`src/rtl/i2s_pkg.sv`:
```
// Shared definitions for the I2S receive path: receiver states and
// framing constants.
package i2s_pkg;

  // Receiver lock state: waiting for a slot edge, or inside a left/right slot.
  typedef enum logic [1:0] {
    SYNC  = 2'd0,
    LEFT  = 2'd1,
    RIGHT = 2'd2
  } i2s_rx_state_t;

  localparam int unsigned I2S_BITS = 32;
  localparam int unsigned I2S_FS   = 48000;
  localparam int unsigned I2S_FCLK = I2S_FS * 512;

  // Per-slot bit counter width and its saturation value.
  localparam int unsigned I2S_CNT_W   = 6;
  localparam logic [5:0]  I2S_CNT_MAX = 6'd63;

endpackage

```
`src/rtl/i2s_rx_sync2.sv`:
```
// Two-flop synchronizer with asynchronous active-low reset. Used once per
// serial input so bclk, lrclk and din all see the same latency.
module sync2 (
  input  logic clk,
  input  logic nrst,
  input  logic d_i,
  output logic q_o
);

  logic meta_q;
  logic sync_q;

  // Double-register the asynchronous input into the clk domain.
  always_ff @(posedge clk or negedge nrst) begin
    if (!nrst) begin
      meta_q <= 1'b0;
      sync_q <= 1'b0;
    end else begin
      meta_q <= d_i;
      sync_q <= meta_q;
    end
  end

  assign q_o = sync_q;

endmodule

```
`src/rtl/i2s_rx.sv`:
```
// I2S receiver: oversamples bclk/lrclk/din on clk, deserializes
// left-justified MSB-first slots and presents complete L/R pairs with a
// one-cycle valid strobe. Framing errors pulse err and the receiver re-locks
// on the current slot without returning to SYNC.
module i2s_rx
  import i2s_pkg::*;
#(
  parameter int unsigned BITS = I2S_BITS
) (
  input  logic            clk,
  input  logic            nrst,
  input  logic            bclk,
  input  logic            lrclk,
  input  logic            din,
  output logic [BITS-1:0] ldata,
  output logic [BITS-1:0] rdata,
  output logic            valid,
  output logic            err,
  output logic            locked
);

  logic bclk_s;
  logic lrclk_s;
  logic din_s;

  sync2 u_sync_bclk  (.clk(clk), .nrst(nrst), .d_i(bclk),  .q_o(bclk_s));
  sync2 u_sync_lrclk (.clk(clk), .nrst(nrst), .d_i(lrclk), .q_o(lrclk_s));
  sync2 u_sync_din   (.clk(clk), .nrst(nrst), .d_i(din),   .q_o(din_s));

  logic                 bclk_prev_q;
  logic                 lr_prev_q;
  logic                 primed_q;
  logic                 have_left_q;
  logic [I2S_CNT_W-1:0] cnt_q;
  logic [BITS-1:0]      shreg_q;
  logic [BITS-1:0]      lhold_q;
  logic [BITS-1:0]      ldata_q;
  logic [BITS-1:0]      rdata_q;
  logic                 valid_q;
  logic                 err_q;
  logic                 locked_q;
  i2s_rx_state_t        st_q;

  logic                 brise;
  logic                 boundary;
  logic                 slot_full;
  logic                 overrun;
  logic [I2S_CNT_W-1:0] cnt_inc;
  i2s_rx_state_t        st_new_slot;

  assign brise = bclk_s & ~bclk_prev_q;

  // The first bclk rise after reset only records lrclk; without that a high
  // lrclk would look like an edge against the reset value of lr_prev_q.
  assign boundary  = primed_q && (lrclk_s != lr_prev_q);
  assign slot_full = (cnt_q == I2S_CNT_W'(BITS));
  assign cnt_inc   = (cnt_q == I2S_CNT_MAX) ? I2S_CNT_MAX : cnt_q + 1'b1;

  // A slot that would reach the saturation count is an error; it is flagged
  // on that bit and the slot restarts, so a stuck lrclk cannot re-flag on
  // every following bit.
  assign overrun = (st_q != SYNC) && !boundary &&
                   (cnt_q == I2S_CNT_MAX - 1'b1);

  assign st_new_slot = lrclk_s ? RIGHT : LEFT;

  // Edge history of the synchronized bit clock.
  always_ff @(posedge clk or negedge nrst) begin
    if (!nrst) begin
      bclk_prev_q <= 1'b0;
    end else begin
      bclk_prev_q <= bclk_s;
    end
  end

  // Deserializer and framing state machine; all outputs are registered.
  always_ff @(posedge clk or negedge nrst) begin
    if (!nrst) begin
      lr_prev_q   <= 1'b0;
      primed_q    <= 1'b0;
      have_left_q <= 1'b0;
      cnt_q       <= '0;
      shreg_q     <= '0;
      lhold_q     <= '0;
      ldata_q     <= '0;
      rdata_q     <= '0;
      valid_q     <= 1'b0;
      err_q       <= 1'b0;
      locked_q    <= 1'b0;
      st_q        <= SYNC;
    end else begin
      valid_q <= 1'b0;
      err_q   <= 1'b0;
      if (brise) begin
        primed_q  <= 1'b1;
        lr_prev_q <= lrclk_s;

        if (boundary || overrun) begin
          shreg_q <= {{(BITS-1){1'b0}}, din_s};
          cnt_q   <= I2S_CNT_W'(1);
        end else begin
          shreg_q <= {shreg_q[BITS-2:0], din_s};
          cnt_q   <= cnt_inc;
        end

        case (st_q)
          SYNC: begin
            have_left_q <= 1'b0;
            if (boundary) begin
              st_q <= st_new_slot;
            end
          end
          LEFT, RIGHT: begin
            if ((boundary && !slot_full) || overrun) begin
              err_q       <= 1'b1;
              locked_q    <= 1'b0;
              have_left_q <= 1'b0;
              st_q        <= st_new_slot;
            end else if (boundary) begin
              if (st_q == LEFT) begin
                lhold_q     <= shreg_q;
                have_left_q <= 1'b1;
                st_q        <= RIGHT;
              end else begin
                // A right slot without a preceding good left slot is dropped.
                if (have_left_q) begin
                  ldata_q  <= lhold_q;
                  rdata_q  <= shreg_q;
                  valid_q  <= 1'b1;
                  locked_q <= 1'b1;
                end
                have_left_q <= 1'b0;
                st_q        <= LEFT;
              end
            end
          end
          default: begin
            st_q <= SYNC;
          end
        endcase
      end
    end
  end

  assign ldata  = ldata_q;
  assign rdata  = rdata_q;
  assign valid  = valid_q;
  assign err    = err_q;
  assign locked = locked_q;

endmodule
```
`config.mk`:
```
export PLATFORM = sky130hd
export DESIGN_NAME = i2s_rx
export DESIGN_NICKNAME = d
export VERILOG_FILES = /design/src/rtl/i2s_pkg.sv /design/src/rtl/i2s_rx_sync2.sv /design/src/rtl/i2s_rx.sv
export SDC_FILE = /design/constraint.sdc
export NUM_CORES = 1
export LEC_CHECK = 0
export BUFFER_PORTS_ARGS = -buffer_cell sky130_fd_sc_hd__buf_2
export CORE_MARGIN = 4
export CORE_UTILIZATION = 38
export DETAILED_ROUTE_END_ITERATION = 8
export HOLD_SLACK_MARGIN = 0.15
export PLACE_DENSITY = 0.56
export SLEW_MARGIN = 5
export SYNTH_ARGS = -nofsm -noshare
export SYNTH_HDL_FRONTEND = slang
export SYNTH_HIERARCHICAL = 1
export SYNTH_SLANG_ARGS = --single-unit
```
`constraint.sdc`:
```
create_clock -name clk -period 2.2 [get_ports clk]
set_input_delay 0.44 -clock clk [delete_from_list [all_inputs] [get_ports clk]]
set_output_delay 0.44 -clock clk [all_outputs]
set_load 0.02 [all_outputs]
```
==> out/results.txt <==
status: finished clean
biggest fanout along the worst timing path: 25
Internal: 4.570 mW
syn_nets: 390
WL per Instance: 16.45 microns
Area growth, synth to finish: 20.26%
power share of the clock group: 0.454
Final Hold Fails: 0
Via density: 4.862
Slew headroom: 0.6285
critical path endpoint category: flop
Die Area: 18020 sq um
crit path cell chain: inv_1 -> ha_4 -> nand3b_1 -> nor2_1 -> and3_4 -> buf_12 -> mux2_4
final core occ: 0.4722
min cycle time layout: 2.044 ns
synthesized instance count: 379
clock tree sinks: 149
Max VDD drop: 0.5248 mV
power per cell area: 820.0 nW/um^2
buffers added on ports: 71
Worst Hold Class: flop to flop
clock buffer depth: 2
worst slew pin tran: 0.5498 ns
die height: 134.3 microns
Total Power: 5.974 mW
WS Path Type: flop to flop
Critical Path RT: 2.50 ns
Vias: 3379
fmax: 489.2 MHz
crit-path leading delay family: simple AND/OR/NAND/NOR gates
Worst path slowest cell: dfrtp_1
H-Tree Depth: 4
Clk Latency, worst-skew pair: 0.42 ns
postcts setup bufs: 0
Gate power share: 0.067
Switching Share: 0.2349
Fin Hold WS: 0.3516 ns
Initial Util: 0.3926
sum of negative setup slack: 0 ns
total track usage: 0.1364
Chip Width: 134.3 microns
max incr delay on CP: 0.38 ns
row cnt: 45
largest net degree at the start of global routing: 54
EDFF count, synth: 0
Worst Skew: 0.008659 ns
startpoint types: flop
sequential power share: 0.479
drt total wl: 11440 microns
antenna diode count: 0
Synth Register Bits: 149
max-slew violations: 0
Post-Syn Area: 6057 sq um
Post-synth ARST share: 1.000
Worst-path clk slew: 0.06 ns
top post-synthesis cells by area: dfrtp_1 (62%), mux2_4 (15%), mux2_2 (6.3%)
first-pass GRT wire length: 19400 microns
P_sw: 1.403 mW
area leader, netlist: dfrtp_1
Mean Syn Cell Area: 15.98 sq um
YS warnings: 6
Primary FF master, synth: dfrtp_1
# DRC: 0
LEAKAGE: 3.723 nW
core footprint: 15430 sq um
Final setup viols: 0
final net count: 482
RSZ-0062 raised after global routing: false
Iter 0 DRT Violations: 167
Yosys cell types: 35
GPL Wtd Cong: 0.7424
vias in the first global route: 3613
WP data arrival: 2.34 ns
CTS Buf Count: 17
share of layout cells above drive strength 1: 0.4566
CTS tree: built
HPWL after DPL: 7621 microns
Routed Antenna Nets: 0
CP Buf/Inv Count: 2
MaxCap Viol Count: 0
Seq/Total Area, Yosys: 0.6156
GRT overflow: 0
drt first pass iters: 4
Synth top area share: 0.6156
antenna violations before repair: 0
I/O pins: 72
CTS root buf: clkbuf_16
Period Utilization, post-route: 0.9291
==> cell families (layout without fill, tap and decap cells) <==
family                     count (synthesis)  count (layout)  synth area share
muxes                                     97              97            0.2175
buffers and inverters                     25             130           0.03925
adders and majority gates                  6               6           0.01239
AOI/OAI and AO/OA                         58              58           0.07230
and+or+nand+nor                           43              43           0.04028
DFF                                      149             149            0.6156
xor gates and xnor gates                   1               1          0.002686
==> area by class of cell <==
class,instances,area [sq um]
sequential,149,3729
timing repair buffer,92,591.8
clock inverter,13,106.4
tap,211,264.0
fill,1403,8143
inverter,6,22.52
multi-input combinational,205,2118
clock buffer,19,452.9
==> Yosys cell counts (3+ instances only) <==
library cell / n
a21oi_1: 6
a22o_1: 31
and3_1: 4
buf_12: 7
buf_2: 3
buf_6: 3
clkbuf_1: 5
dfrtp_1: 149
ha_1: 6
inv_1: 6
mux2_1: 3
mux2_2: 34
mux2_4: 60
nand2_1: 13
nand2b_1: 4
nor2_1: 8
nor4b_1: 3
o21ai_0: 13
==> power by group through the flow <==
stage	Combinational (mW)	Sequential [mW]	Clock, mW
floorplan	0.221	2.90	0
CTS	0.375	2.86	2.80
global route	0.457	2.87	2.92
finish	0.399	2.86	2.71
detailed placement	0.367	2.91	0
global placement	0.357	2.91	0
==> cells in the final DEF (no fill, tap or decap), types with 2 or more instances in the layout <==
cell type and count:
dfrtp_1 149, buf_2 70, mux2_4 60, mux2_2 34
a22o_1 31, clkbuf_16 17, nand2_1 13, o21ai_0 13
buf_4 12, nor2_1 8, clkinv_2 7, inv_1 6
a21oi_1 6, ha_1 5, buf_12 5, dlygate4sd3_1 4
and3_1 3, nand2b_1 3, nor4b_1 3, mux2_1 3
nor3_1 2, a22oi_1 2, o221ai_1 2, a21o_1 2
clkinvlp_4 2, clkbuf_8 2, clkinv_4 2
==> state kept, by name, summed over array words and instances (netlist names), 2 cells and up <==
register  count
ldata        32
lhold_q      32
rdata        32
shreg_q      32
cnt_q         6
st_q          2
==> worst paths after layout <==
path	from	to	slack (ns)	depth (start not counted)
max	st_q[0]	rdata[15]	0.16	7
min	u_sync_bclk/meta_q	u_sync_bclk/q_o	0.35	0
max reg2reg	st_q[0]	rdata[15]	0.16	7
min reg2reg	u_sync_bclk/meta_q	u_sync_bclk/q_o	0.35	0
max in group asynchronous	nrst	lhold_q[15]	0.97	3
min in group asynchronous	nrst	ldata[25]	0.54	2
==> metrics by stage <==
stage	worst slack (ns)	area [sq um]	cells
after floorplan	0.2817	6057	379
after global placement	0.1747	6673	659
after detailed placement	0.1242	6673	659
after CTS	0.09598	7272	695
after global routing	0.04223	7284	695
final	0.1560	7284	695
==> per-layer routing <==
layer	up-vias	GRT usage	wire, microns
met2	94	0.2056	5391
met4	0	0.05317	147
met1	1711	0.1878	5407
li1	1558	-	-
met5	-	0	0
met3	16	0.03788	488
==> repair_timing <==
item                                   in CTS  in global routing
gates resized for setup                     0                  1
setup endpoints to repair                   0                  7
hold buffers                                4                  0
endpoints found under the hold margin      52                  0
No activity file was read; power rests on OpenSTA's default activity.
